$ cat src/rtl/btn_cmd_pkg.sv
// Shared types for the button command controller: press-classifier FSM states,
// classified press events and the classifier-to-top event payload.
package btn_cmd_pkg;

  typedef enum logic [1:0] {
    IDLE,
    PRESS1,
    GAP,
    HOLD
  } press_state_t;

  typedef enum logic [1:0] {
    EVT_NONE,
    EVT_SHORT,
    EVT_DOUBLE,
    EVT_LONG
  } press_evt_t;

  typedef struct packed {
    logic       valid;
    press_evt_t evt;
  } press_event_t;

  function automatic int unsigned max_u(input int unsigned a, input int unsigned b);
    return (a > b) ? a : b;
  endfunction

endpackage

$ cat src/rtl/press_classifier.sv
// Classifies debounced button activity into short, double and long presses.
// Emits one registered event with a single-cycle valid per classified press.
module press_classifier
  import btn_cmd_pkg::*;
#(
  parameter int unsigned LONG_CYC = 50_000_000,
  parameter int unsigned DBL_CYC  = 25_000_000
) (
  input  logic         clk_i,
  input  logic         rst_i,
  input  logic         btn_db_i,
  output press_event_t press_o
);

  localparam int unsigned      CNT_W     = $clog2(max_u(LONG_CYC, DBL_CYC));
  localparam logic [CNT_W-1:0] LONG_LAST = CNT_W'(LONG_CYC - 1);
  localparam logic [CNT_W-1:0] DBL_LAST  = CNT_W'(DBL_CYC - 1);

  press_state_t     state_q, state_d;
  logic [CNT_W-1:0] cnt_q, cnt_d;
  logic             btn_q;
  press_event_t     press_q, press_d;
  logic             rise_c, fall_c;

  assign rise_c  = btn_db_i & ~btn_q;
  assign fall_c  = ~btn_db_i & btn_q;
  assign press_o = press_q;

  // btn_q resets high so a button held through reset needs a fresh press.
  always_ff @(posedge clk_i or posedge rst_i) begin
    if (rst_i) begin
      state_q <= IDLE;
      cnt_q   <= '0;
      btn_q   <= 1'b1;
      press_q <= '{valid: 1'b0, evt: EVT_NONE};
    end else begin
      state_q <= state_d;
      cnt_q   <= cnt_d;
      btn_q   <= btn_db_i;
      press_q <= press_d;
    end
  end

  always_comb begin
    state_d       = state_q;
    cnt_d         = cnt_q;
    press_d.valid = 1'b0;
    press_d.evt   = EVT_NONE;

    case (state_q)
      IDLE: begin
        if (rise_c) begin
          state_d = PRESS1;
          cnt_d   = '0;
        end
      end

      // Reaching the last hold count qualifies as long even if released that cycle.
      PRESS1: begin
        if (cnt_q == LONG_LAST) begin
          state_d       = HOLD;
          cnt_d         = '0;
          press_d.valid = 1'b1;
          press_d.evt   = EVT_LONG;
        end else if (fall_c) begin
          state_d = GAP;
          cnt_d   = '0;
        end else if (btn_db_i) begin
          cnt_d = cnt_q + CNT_W'(1);
        end
      end

      // A second rise beats gap expiry when both land in the same cycle.
      GAP: begin
        if (rise_c) begin
          state_d       = HOLD;
          cnt_d         = '0;
          press_d.valid = 1'b1;
          press_d.evt   = EVT_DOUBLE;
        end else if (cnt_q == DBL_LAST) begin
          state_d       = IDLE;
          cnt_d         = '0;
          press_d.valid = 1'b1;
          press_d.evt   = EVT_SHORT;
        end else begin
          cnt_d = cnt_q + CNT_W'(1);
        end
      end

      HOLD: begin
        if (!btn_db_i) begin
          state_d = IDLE;
          cnt_d   = '0;
        end
      end

      default: begin
        state_d = IDLE;
        cnt_d   = '0;
      end
    endcase
  end

endmodule

$ cat src/rtl/button_cmd_ctrl.sv
// Turns classified button presses into camera commands: display-mode cycling,
// frame-freeze toggling and an SCCB re-configuration req/ack handshake.
module button_cmd_ctrl
  import btn_cmd_pkg::*;
#(
  parameter int unsigned LONG_CYC  = 50_000_000,
  parameter int unsigned DBL_CYC   = 25_000_000,
  parameter int unsigned NUM_MODES = 4
) (
  input  logic                         Clk,
  input  logic                         Reset,
  input  logic                         btn_db,
  output logic [$clog2(NUM_MODES)-1:0] mode,
  output logic                         freeze,
  output logic                         cfg_req,
  input  logic                         cfg_ack,
  output logic                         evt_short,
  output logic                         evt_double,
  output logic                         evt_long
);

  localparam int unsigned       MODE_W    = $clog2(NUM_MODES);
  localparam logic [MODE_W-1:0] MODE_LAST = MODE_W'(NUM_MODES - 1);

  press_event_t      press;
  logic [MODE_W-1:0] mode_q, mode_d;
  logic              freeze_q, freeze_d;
  logic              cfg_req_q, cfg_req_d;
  logic              evt_short_q, evt_short_d;
  logic              evt_double_q, evt_double_d;
  logic              evt_long_q, evt_long_d;

  press_classifier #(
    .LONG_CYC (LONG_CYC),
    .DBL_CYC  (DBL_CYC)
  ) u_press_classifier (
    .clk_i    (Clk),
    .rst_i    (Reset),
    .btn_db_i (btn_db),
    .press_o  (press)
  );

  assign mode       = mode_q;
  assign freeze     = freeze_q;
  assign cfg_req    = cfg_req_q;
  assign evt_short  = evt_short_q;
  assign evt_double = evt_double_q;
  assign evt_long   = evt_long_q;

  always_ff @(posedge Clk or posedge Reset) begin
    if (Reset) begin
      mode_q       <= '0;
      freeze_q     <= 1'b0;
      cfg_req_q    <= 1'b0;
      evt_short_q  <= 1'b0;
      evt_double_q <= 1'b0;
      evt_long_q   <= 1'b0;
    end else begin
      mode_q       <= mode_d;
      freeze_q     <= freeze_d;
      cfg_req_q    <= cfg_req_d;
      evt_short_q  <= evt_short_d;
      evt_double_q <= evt_double_d;
      evt_long_q   <= evt_long_d;
    end
  end

  always_comb begin
    mode_d       = mode_q;
    freeze_d     = freeze_q;
    cfg_req_d    = cfg_req_q;
    evt_short_d  = 1'b0;
    evt_double_d = 1'b0;
    evt_long_d   = 1'b0;

    if (press.valid) begin
      case (press.evt)
        EVT_SHORT: begin
          evt_short_d = 1'b1;
          mode_d      = (mode_q == MODE_LAST) ? '0 : mode_q + MODE_W'(1);
        end
        EVT_DOUBLE: begin
          evt_double_d = 1'b1;
          freeze_d     = ~freeze_q;
        end
        EVT_LONG: begin
          evt_long_d = 1'b1;
        end
        default: begin
          evt_short_d = 1'b0;
        end
      endcase
    end

    // An outstanding request only waits for ack; long presses meanwhile are not queued.
    if (cfg_req_q) begin
      cfg_req_d = ~cfg_ack;
    end else if (press.valid && (press.evt == EVT_LONG)) begin
      cfg_req_d = 1'b1;
    end
  end

endmodule

$ cat config.mk
export PLATFORM = sky130hd
export DESIGN_NAME = button_cmd_ctrl
export DESIGN_NICKNAME = d
export VERILOG_FILES = /design/src/rtl/btn_cmd_pkg.sv /design/src/rtl/press_classifier.sv /design/src/rtl/button_cmd_ctrl.sv
export SDC_FILE = /design/constraint.sdc
export NUM_CORES = 1
export LEC_CHECK = 0
export BUFFER_PORTS_ARGS = -buffer_cell sky130_fd_sc_hd__buf_2
export CAP_MARGIN = 15
export CORE_MARGIN = 1.5
export CORE_UTILIZATION = 50
export CTS_CLUSTER_DIAMETER = 100
export DETAILED_ROUTE_END_ITERATION = 16
export GPL_ROUTABILITY_DRIVEN = 0
export PLACE_DENSITY = 0.75
export SLEW_MARGIN = 40
export SYNTH_ARGS = -nofsm -noshare
export SYNTH_HDL_FRONTEND = slang
export SYNTH_SLANG_ARGS = --single-unit
$ cat constraint.sdc
create_clock -name Clk -period 3.89 [get_ports Clk]
set_input_delay 0.389 -clock Clk [delete_from_list [all_inputs] [get_ports Clk]]
set_output_delay 0.389 -clock Clk [all_outputs]
set_load 0.02 [all_outputs]
=== Word level (Yosys, flattened, before mapping) ===
Cells that the tools add are included.

* Flip-flop bits (word level): 39
* Output and inout bits: 7
* Word-level logic and storage cells: 67

* $add $sub $neg: 2
* Equal/unequal tests: 14
* Multiplexer cells: 28
* Bitwise logic cells: 6
* Reduce and logical (&&, ||, !) cells: 6

{| class="wikitable"
|+ Operators by type and width
! cell !! count
|-
| two-way mux 26 bit || 7
|-
| one-hot mux 26 bit (4 select lines) || 1
|-
| adder 26 x 1 -> 26 bit (second input constant) || 1
|-
| equality test 26 x 25 -> 1 bit (second input constant) || 1
|-
| equality test 26 bit (second input constant) || 1
|-
| two-way mux 2 bit || 7
|-
| equality test 2 bit (second input constant) || 5
|-
| two-way mux 3 bit || 3
|-
| two-way mux 1 bit || 8
|-
| one-hot mux 2 bit (4 select lines) || 1
|-
| inequality test 3 x 1 -> 1 bit (second input constant) || 2
|-
| one-hot mux 3 bit (2 select lines) || 1
|-
| equality test 2 x 1 -> 1 bit (second input constant) || 2
|-
| inequality test 4 x 2 -> 1 bit (second input constant) || 1
|-
| inverter 1 bit || 4
|-
| AND reduction 2 bit || 2
|-
| AND reduction 4 bit || 1
|-
| AND reduction 3 bit || 1
|-
| adder 2 x 1 -> 2 bit (second input constant) || 1
|-
| AND 1 bit || 2
|-
| logical NOT 2 bit || 1
|-
| inequality test 2 x 1 -> 1 bit (second input constant) || 1
|-
| inequality test 2 bit (second input constant) || 1
|-
| logical AND 1 bit || 1
|}

=== Longest topological paths before layout ===
Gate-level depths: netlist of run 1.

* Depth in word-level cells: 5
* Depth in mapped cells: 10
* Gate-level depth less buffers: 8

=== By module ===
Synthesis of run 1 repeated with hierarchy kept, for this count alone.

* Cell total of the unflattened synthesis: 236
* Area total of the unflattened synthesis: 2259.7 µm²

{| class="wikitable"
|+ Modules (own cells, without submodules)
! module !! times used !! cells an instance !! area each (µm²) !! sequential area each (µm²)
|-
| press_classifier || 1 || 216 || 1971.9 || 802.0
|-
| button_cmd_ctrl || 1 || 20 || 287.8 || 175.2
|}

=== Least setup slack after synthesis of run 1 ===
Ideal clock, no wire load.

* Path kind: register -> register
* Start: register u_press_classifier.cnt_q[10]
* End: register u_press_classifier.cnt_q[20]
* Arrival: 2.649 ns
* Slack: 1.155 ns
* Cell stages (with the launch flop): 9
* Buffers on the path: 2
* Path through: dfrtp_1 or4_1 or4_1 buf_2 o211a_1 o31a_1 buf_6 or4_1 o211ai_1

* Cells in the longest elaborated chain, start to end: 5
* Elaborated cells on any way between the ends: 11
* Classes of those cells: add/sub: 1; eq/ne: 3; mux: 6; reduce/logical: 1

{| class="wikitable"
|+ RTL lines
! element !! RTL line !! text
|-
| start, declared || press_classifier.sv:20 || <nowiki>logic [CNT_W-1:0] cnt_q, cnt_d;</nowiki>
|-
| start signal, assigned || press_classifier.sv:38 || <nowiki>cnt_q <= cnt_d;</nowiki>
|-
| adder 26 x 1 -> 26 bit || press_classifier.sv:69, press_classifier.sv:86 ||
|-
| two-way mux 26 bit || press_classifier.sv:68 || <nowiki>end else if (btn_db_i) begin</nowiki>
|-
| two-way mux 26 bit || press_classifier.sv:65 || <nowiki>end else if (fall_c) begin</nowiki>
|-
| two-way mux 26 bit || press_classifier.sv:60 || <nowiki>if (cnt_q == LONG_LAST) begin</nowiki>
|-
| one-hot mux 26 bit (4 select lines) || press_classifier.sv:50 || <nowiki>case (state_q)</nowiki>
|}

Parallel ways exist; a longest one is shown, timed or not. The select of a mux whose other input is x is not followed.
A chain may end at the register's enable or synchronous reset.

=== Worst setup path in the final report of run 1 ===
* Start: register u_press_classifier.cnt_q[10]
* End: register u_press_classifier.cnt_q[17]

Same word-level chain as after synthesis.

==> flow_metrics.env, run 1 <==
export IMPL_ys_seq_area_frac=0.414
export IMPL_synth_top_area_share=0.403
export IMPL_ff2ff_path_depth=6
export IMPL_synth_commonest_cells="38 x dfrtp_1, 29 x nand2_1, 13 x nand3_1"
export IMPL_yosys_area_share_simple=0.294
export IMPL_dpl_cell_count=311
export IMPL_tightest_slew_ns=0.593
export IMPL_io_pins=11
export IMPL_cts_sinks=39
export IMPL_relSlewSlack=0.604
export IMPL_cts_buffer_depth=2
export IMPL_fillers=370
export IMPL_routed_wl_um=5180
export IMPL_ant_nets=0
export IMPL_cts_buffers=5
export IMPL_slew_violations=0
export IMPL_hpwl_um=3520
export IMPL_antenna_found_initial=0
export IMPL_crit_fanout=9
export IMPL_drcViolationCount=3
export IMPL_status="complete, but fails checks"
export IMPL_synth_fa_ha_area_frac=0.0318
export IMPL_fin_cells=319
export IMPL_muxShareOfSynthArea=0.0133
export IMPL_rows=24
export IMPL_synth_compound_area_frac=0.208
export IMPL_cts_hold_fix_buffers=0
export IMPL_antenna_cells=0
export IMPL_drive_above_1_share=0.124
export IMPL_cp_end_kind="flop"
export IMPL_num_vias=2021
export IMPL_dpl_cell_area_mm2=0.00246
export IMPL_grt_pass1_vias=1852
export IMPL_setup_tns_ns=0
export IMPL_synth_most_common_cell="dfrtp_1"
export IMPL_async_flop_share=1.00
export IMPL_final_area_mm2=0.00260
export IMPL_synthTopCellsByArea="dfrtp_1 40%, nand2_1 4.6%, a22o_1 3.7%"
export IMPL_fin_crit_sh=0.779
export IMPL_routedWlPerCell_um=16.2
export IMPL_dieHeight_um=71.7
export IMPL_portBuffers=10
export IMPL_core_area_mm2=0.00444
export IMPL_syn_num_nets=266
export IMPL_p_leak_uw=0.00120
export IMPL_dr_first_iter_drc_count=178
export IMPL_cts_resized=0
export IMPL_syn_instance_count=256
export IMPL_grt_pass1_wl_um=8990
export IMPL_gr_usage_all_layers=0.221
export IMPL_grt_setup_unrepaired="no"
export IMPL_power_density_mw_per_mm2=555
export IMPL_total_power_uw=1440
export IMPL_vias_per_cell=6.34
export IMPL_yosysUniqueCellTypes=50
export IMPL_violations="design-rule violations"
export IMPL_cts_root_buf="clkbuf_8"
export IMPL_start_util=0.531
export IMPL_ir_worst_vdd_v=0.000307
export IMPL_synth_area_per_cell_um2=9.22
export IMPL_synthFlopType="dfrtp_1"
export IMPL_max_clock_freq_mhz=330
export IMPL_finalSetupViolCount=0
export IMPL_cts_tree="yes"
export IMPL_crit_required_ns=4.08
export IMPL_crit_arrival_ns=3.22
export IMPL_min_period_ns=3.03
export IMPL_layout_nets=276
export IMPL_synth_xor_xnor_area_share=0.00371
export IMPL_synth_area_leader_cell="dfrtp_1"
export IMPL_synth_edff_count=0
export IMPL_h_tree_depth=2
export IMPL_clk_latency_ns=0.29
export IMPL_hold_class="primary input to async pin"
export IMPL_hold_viol=0
export IMPL_finalClockSkew_ns=0.00551
export IMPL_die_area_mm2=0.00514
export IMPL_synth_seq_cells=39
export IMPL_worst_setup_path_type="flop to flop"
export IMPL_synth_warnings=0
export IMPL_whs_ns=0.155
export IMPL_grt_overflow=0
export IMPL_grt_start_max_net_pins=29
export IMPL_die_width_um=71.7
export IMPL_first_pass_iters=11
export IMPL_synth_top_family_by_area="simple AND/OR/NAND/NOR gates"
export IMPL_drv_cap=0
export IMPL_post_cts_setup_buffers=0
export IMPL_synthesis_area_mm2=0.00236
export IMPL_path_clk_slew_ns=0.08
export IMPL_crit_path_start_kind="flop"
export IMPL_syn_to_final_growth_pct=10.0
[logic make-up (layout without fill, tap and decap cells)]
kind of cell	after synthesis	after routing
buffers and inverters	19	30
DFF	39	39
xor gates and xnor gates	1	1
and+or+nand+nor	123	123
muxes	3	3
adders and majority gates	6	6
AOI/OAI and AO/OA	65	65
[sequential cells by signal, indices dropped and copies added, names as in the netlist]
name / count
cfg_req: 1
evt_double: 1
evt_long: 1
evt_short: 1
freeze: 1
mode: 2
u_press_classifier.btn_q: 1
u_press_classifier.cnt_q: 26
u_press_classifier.press_o: 3
u_press_classifier.state_q: 2
[stage by stage]
stage | util | setup slack (ns)
floorplan | - | 1.15
global placement | 0.553 | 0.995
detailed placement | 0.553 | 0.931
CTS | 0.584 | 0.902
global route | 0.584 | 0.692
finish | 0.584 | 0.858
[cell type report]
cell class	count	area (um2)	area share
Timing Repair Buffer	14	80.1	0.0308
Sequential cell	39	977	0.376
Tap cell	52	65.1	0.0251
Clock buffer	5	68.8	0.0265
Multi-Input combinational cell	198	1310	0.504
Clock inverter	3	67.6	0.0260
Inverter	8	30.0	0.0116
[power breakdown]
group	total, uW	switching [uW]	internal, uW
combinational	590	410	180
sequential	448	19.3	429
clock	402	146	256
total	1440	576	865
[placed cells by master, fill, tap and decap left out, types with 2 or more instances in the layout]
cell	count
dfrtp_1	38
nand2_1	28
nand3_1	13
nor2_1	12
or4_1	10
o31ai_1	10
a22o_1	10
buf_2	10
nor3_1	9
o21ai_0	9
inv_1	7
nand4_1	7
and3_1	7
o211ai_1	7
a21o_1	6
nor4_1	6
ha_1	6
or3_1	5
clkbuf_8	5
nor2b_1	4
a211oi_1	4
a211o_1	4
buf_4	4
nand4b_1	3
and4_1	3
a21oi_1	3
and2_1	3
nand3b_1	2
o211a_1	2
o31a_1	2
and4b_1	2
or2_2	2
mux2i_1	2
bufinv_16	2
[path summary, 6_finish.rpt]
path,startpoint,end,slack [ns]
max reg2reg,u_press_classifier.cnt_q[10],u_press_classifier.cnt_q[17],0.86
min,Reset,u_press_classifier.cnt_q[1],0.16
min reg2reg,freeze,freeze,0.46
max in group asynchronous,Reset,u_press_classifier.cnt_q[0],3.14
min in group Clk,cfg_ack,cfg_req,0.26
max,u_press_classifier.cnt_q[10],u_press_classifier.cnt_q[17],0.86
[worst max-delay path, stage by stage (launching register included)]
cell	delay (ns)
dfrtp_1	0.46
or4_1	0.54
or4_1	0.54
o21ai_0	0.52
o31a_1	0.45
o31ai_1	0.16
a22o_1	0.26
[layer usage]
metal | track usage | part of all wire
met4 | 0.0734 | 0.013
met3 | 0.0464 | 0.055
met5 | 0 | 0
met2 | 0.322 | 0.45
met1 | 0.329 | 0.48
Power figures use the tool's default switching activity.
==> inputs of run 2 (changes only) <==
- PLACE_DENSITY: 0.75 -> 0.78
- clock period: 3.89 -> 2.6 ns (I/O delays scaled with it)
==> flow_metrics.env, run 2 (same netlist as run 1, synthesis figures left out) <==
export IMPL_status="complete, but fails checks"
export IMPL_violations="negative setup slack"
export IMPL_cts_buffers=5
export IMPL_regMostFlops="u_press_classifier.cnt_q"
export IMPL_final_area_mm2=0.00292
export IMPL_max_clock_freq_mhz=359
export IMPL_fillers=353
export IMPL_worst_setup_path_type="flop to flop"
export IMPL_internal_power_uw=1380
export IMPL_io_pins=11
export IMPL_rrSetupSlack_ns=-0.19
export IMPL_first_pass_iters=7
export IMPL_grt_start_max_net_pins=40
export IMPL_register_area_um2=977
export IMPL_crit_path_start_kind="flop"
export IMPL_finalSetupViolCount=21
export IMPL_cp_end_kind="flop"
export IMPL_min_period_ns=2.79
export IMPL_hold_class="primary input to async pin"
export IMPL_fin_crit_sh=1.07
export IMPL_met2_usage=0.386
export IMPL_routed_wl_um=5790
export IMPL_clk_latency_ns=0.30
export IMPL_cp_depth=8
export IMPL_switchingPower_uw=925
export IMPL_crit_arrival_ns=2.97
export IMPL_drcViolationCount=0
export IMPL_finalClockSkew_ns=0.00710
export IMPL_ant_nets=0
export IMPL_dieHeight_um=71.7
export IMPL_post_cts_setup_buffers=0
export IMPL_crit_path_top_delay_cell="or4_1"
export IMPL_core_area_mm2=0.00444
export IMPL_r2r_end="u_press_classifier.cnt_q[23]"
export IMPL_num_vias=2269
export IMPL_hold_viol=0
export IMPL_hpwl_um=4010
export IMPL_die_area_mm2=0.00514
export IMPL_cts_buffer_depth=2
export IMPL_crit_required_ns=2.78
export IMPL_drv_cap=0
export IMPL_layout_nets=316
export IMPL_setup_tns_ns=-2.48
export IMPL_rows=24
export IMPL_cts_root_buf="clkbuf_8"
export IMPL_crit_buf_inv=2
export IMPL_relSlewSlack=0.585
export IMPL_cp_top_family="simple AND/OR/NAND/NOR gates"
export IMPL_cts_hold_fix_buffers=0
export IMPL_slew_violations=0
export IMPL_p_seq_frac=0.292
export IMPL_portBuffers=10
export IMPL_h_tree_depth=2
export IMPL_dr_first_iter_drc_count=193
export IMPL_pwr_share_comb=0.486
export IMPL_vias_per_cell=6.32
export IMPL_cpPeakStageDelay_ns=0.53
export IMPL_mostFrequentLayoutCells="43 x buf_4, 38 x dfrtp_1, 29 x nand2_1"
export IMPL_cts_sinks=39
export IMPL_switching_share=0.402
export IMPL_grt_pass1_vias=2121
export IMPL_crit_end="u_press_classifier.cnt_q[23]"
export IMPL_dpl_cell_area_mm2=0.00277
export IMPL_grt_setup_unrepaired="yes"
export IMPL_start_util=0.531
export IMPL_tightest_slew_ns=0.622
export IMPL_r2r_start="u_press_classifier.cnt_q[9]"
export IMPL_routedWlPerCell_um=16.1
export IMPL_ff2ff_path_depth=8
export IMPL_pwr_share_clk=0.222
export IMPL_grtUsageMet1=0.348
export IMPL_antenna_cells=0
export IMPL_use_met3=0.0492
export IMPL_grt_pass1_wl_um=10000
export IMPL_path_cells="or4_1 -> or4_4 -> buf_4 -> o211ai_1 -> o31a_1 -> buf_12 -> and4b_1 -> a211o_1"
export IMPL_grt_most_used_layer="met2"
export IMPL_cts_tree="yes"
export IMPL_syn_to_final_growth_pct=23.6
export IMPL_die_width_um=71.7
export IMPL_path_clk_slew_ns=0.08
export IMPL_power_density_mw_per_mm2=789
export IMPL_largest_reg_flops=26
export IMPL_gr_usage_all_layers=0.247
export IMPL_timing_critical_path_from="u_press_classifier.cnt_q[9]"
export IMPL_p_leak_uw=0.00142
export IMPL_multi_input_area_mm2=0.00134
export IMPL_whs_ns=0.0687
export IMPL_antenna_found_initial=0
export IMPL_final_core_util=0.656
export IMPL_pre_cts_slack_ns=-0.175
export IMPL_finalWorstSetupSlack_ns=-0.186
export IMPL_ir_worst_vdd_v=0.000420
export IMPL_grt_overflow=0
export IMPL_layout_commonest_cell="buf_4"
export IMPL_crit_fanout=25
export IMPL_drive_above_1_share=0.248
run 2: cell type report:
type                    count  share of cell area
clock buffers               5              0.0236
clock inverters             3              0.0150
inverters                   8              0.0103
multi-input cells         198               0.459
flip-flops and latches     39               0.335
well taps                  52              0.0223
repair buffers             54               0.135
run 2: worst min path at each step:
stage | start | to
finish | Reset | u_press_classifier.cnt_q[7]
global route | Reset | u_press_classifier.cnt_q[6]
CTS | Reset | u_press_classifier.cnt_q[7]
detailed placement | Reset | u_press_classifier.cnt_q[1]
global placement | Reset | u_press_classifier.cnt_q[3]
floorplan | btn_db | u_press_classifier.btn_q
run 2: what timing repair did:
| action | in CTS | in global routing |
|---|---|---|
| pin swaps | 1 | 3 |
| gates resized for setup | 3 | 4 |
| cloned | 0 | 0 |
| setup endpoints to repair | 26 | 28 |
run 2: power groups by stage:
stage | Clock, uW | Sequential, uW | Combinational [uW]
final | 510 | 672 | 1120
after global routing | 550 | 675 | 1210
after CTS | 517 | 671 | 1090
after detailed placement | 0 | 682 | 1070
after global placement | 0 | 679 | 1070
after floorplan | 0 | 686 | 649
run 2: metal layers:
| layer | vias up | wire (um) |
|---|---|---|
| met1 | 1089 | 2620 |
| met3 | 12 | 363 |
| met5 | - | 0 |
| li1 | 1082 | - |
| met4 | 0 | 80 |
| met2 | 86 | 2720 |
run 2: tightest hold or removal path, stage by stage:
cell and delay (ns):
buf_2 0.10, inv_1 0.04, buf_4 0.42
run 2: stage by stage:
step / total power (uW) / cells
2_1_floorplan: 1330 / 256
3_3_place_gp: 1750 / 351
3_5_place_dp: 1750 / 351
4_1_cts: 2270 / 359
5_1_grt: 2440 / 359
6_report: 2300 / 359
==> inputs of run 3 (changes only) <==
- CTS_BUF_LIST: default -> sky130_fd_sc_hd__clkbuf_2
==> flow_metrics.env, run 3 (same netlist as run 1, synthesis figures left out) <==
export IMPL_crit_arrival_ns=3.13
export IMPL_min_period_ns=2.81
export IMPL_slew_violations=0
export IMPL_largest_reg_flops=26
export IMPL_status="complete, but fails checks"
export IMPL_hold_class="primary input to async pin"
export IMPL_rrSetupSlack_ns=-0.21
export IMPL_h_tree_depth=2
export IMPL_dieHeight_um=71.7
export IMPL_hpwl_um=4010
export IMPL_drive_above_1_share=0.258
export IMPL_cts_buffers=5
export IMPL_die_area_mm2=0.00514
export IMPL_cts_sinks=39
export IMPL_cts_tree="yes"
export IMPL_crit_fanout=25
export IMPL_mostFrequentLayoutCells="43 x buf_4, 38 x dfrtp_1, 29 x nand2_1"
export IMPL_ir_worst_vdd_v=0.000451
export IMPL_dr_first_iter_drc_count=210
export IMPL_gr_usage_all_layers=0.243
export IMPL_regMostFlops="u_press_classifier.cnt_q"
export IMPL_crit_required_ns=2.92
export IMPL_tightest_slew_ns=0.698
export IMPL_path_clk_slew_ns=0.22
export IMPL_core_area_mm2=0.00444
export IMPL_drv_cap=0
export IMPL_syn_to_final_growth_pct=24.0
export IMPL_rows=24
export IMPL_finalWorstSetupSlack_ns=-0.208
export IMPL_cp_end_kind="flop"
export IMPL_fin_crit_sh=1.08
export IMPL_antenna_cells=0
export IMPL_multi_input_area_mm2=0.00136
export IMPL_layout_nets=319
export IMPL_grt_pass1_vias=2081
export IMPL_r2r_start="u_press_classifier.cnt_q[9]"
export IMPL_antenna_found_initial=0
export IMPL_hold_viol=0
export IMPL_portBuffers=10
export IMPL_dpl_cell_area_mm2=0.00277
export IMPL_violations="negative setup slack"
export IMPL_routedWlPerCell_um=16.2
export IMPL_layout_commonest_cell="buf_4"
export IMPL_max_clock_freq_mhz=356
export IMPL_grt_pass1_wl_um=9930
export IMPL_ff2ff_path_depth=8
export IMPL_crit_path_start_kind="flop"
export IMPL_finalSetupViolCount=23
export IMPL_grt_start_max_net_pins=40
export IMPL_num_vias=2316
export IMPL_drcViolationCount=0
export IMPL_final_area_mm2=0.00293
export IMPL_cts_buffer_depth=2
export IMPL_grt_setup_unrepaired="yes"
export IMPL_pre_cts_slack_ns=-0.175
export IMPL_p_leak_uw=0.00142
export IMPL_first_pass_iters=7
export IMPL_whs_ns=0.477
export IMPL_io_pins=11
export IMPL_clk_latency_ns=0.40
export IMPL_start_util=0.531
export IMPL_finalClockSkew_ns=0.0176
export IMPL_routed_wl_um=5880
export IMPL_relSlewSlack=0.534
export IMPL_worst_setup_path_type="flop to flop"
export IMPL_grt_overflow=0
export IMPL_r2r_end="u_press_classifier.cnt_q[23]"
export IMPL_register_area_um2=977
export IMPL_vias_per_cell=6.40
export IMPL_power_density_mw_per_mm2=757
export IMPL_cts_root_buf="clkbuf_2"
export IMPL_ant_nets=0
export IMPL_fillers=355
export IMPL_die_width_um=71.7
## run 3: cell count changes in the layout (fill, tap and decap cells not counted)
cell | before | now
a2bb2oi_1 | 1 | 0
a2bb2oi_2 | 0 | 1
clkbuf_2 | 0 | 5
clkbuf_8 | 5 | 0
dlygate4sd3_1 | 0 | 3
nor2_2 | 1 | 0
nor2_4 | 0 | 1
o21ai_0 | 8 | 7
o21ai_2 | 0 | 1
o31ai_1 | 8 | 7
o31ai_2 | 3 | 4
or4_1 | 9 | 8
or4_4 | 1 | 2
## run 3: area by class of cell
cell class | instances | share of cell area
tap | 52 | 0.0222
sequential | 39 | 0.334
multi-input combinational | 198 | 0.466
clock buffer | 5 | 0.00855
timing repair buffer | 57 | 0.145
inverter | 8 | 0.0103
clock inverter | 3 | 0.0150
## run 3: what timing repair did
| item | 4_1_cts | 5_1_grt |
|---|---|---|
| resized for setup | 5 | 8 |
| setup endpoints to repair | 27 | 30 |
| hold buffers | 3 | 0 |
| endpoints found under the hold margin | 40 | 0 |
| setup buffers | 0 | 0 |
| pin swaps | 1 | 4 |
| gates cloned | 0 | 0 |
## run 3: power by group
part           switching (uW)  internal [uW]  leakage (uW)
registers                31.7            643      0.000537
clock network             216            163     0.0000429
logic                     695            467      0.000839
## run 3: worst max-delay path, cell delays in order, from the launching register on
cell and delay (ns):
dfrtp_1 0.44, or4_4 0.53, or4_4 0.50, buf_4 0.17, o211ai_1 0.22, o31a_1 0.22, buf_12 0.18, and4b_1 0.20
a211o_1 0.27
## run 3: per-layer routing
| metal | global-route usage | routed length, um |
|---|---|---|
| met5 | 0 | 0 |
| met4 | 0.0671 | 81 |
| met3 | 0.0506 | 364 |
| met2 | 0.381 | 2720 |
| met1 | 0.345 | 2720 |
## run 3: worst max path at each step
| stage | from | endpoint | slack (ns) | depth (start not counted) |
|---|---|---|---|---|
| finish | u_press_classifier.cnt_q[9] | u_press_classifier.cnt_q[23] | -0.21 | 8 |
| detailed placement | u_press_classifier.cnt_q[9] | u_press_classifier.cnt_q[23] | -0.18 | 8 |
| CTS | u_press_classifier.cnt_q[9] | u_press_classifier.cnt_q[23] | -0.19 | 8 |
| global route | u_press_classifier.cnt_q[9] | u_press_classifier.cnt_q[8] | -0.27 | 7 |
| global placement | u_press_classifier.cnt_q[9] | u_press_classifier.cnt_q[23] | -0.12 | 8 |
| floorplan | u_press_classifier.cnt_q[8] | u_press_classifier.cnt_q[16] | -0.08 | 8 |
## run 3: metrics by stage
stage	cells	setup TNS [ns]	total power (uW)	utilization
CTS	362	-2.64	2150	0.650
global route	362	-4.02	2340	0.659
detailed placement	351	-2.33	1750	0.623
finish	362	-2.60	2220	0.659
floorplan	256	-0.616	1330	-
global placement	351	-1.63	1750	0.623
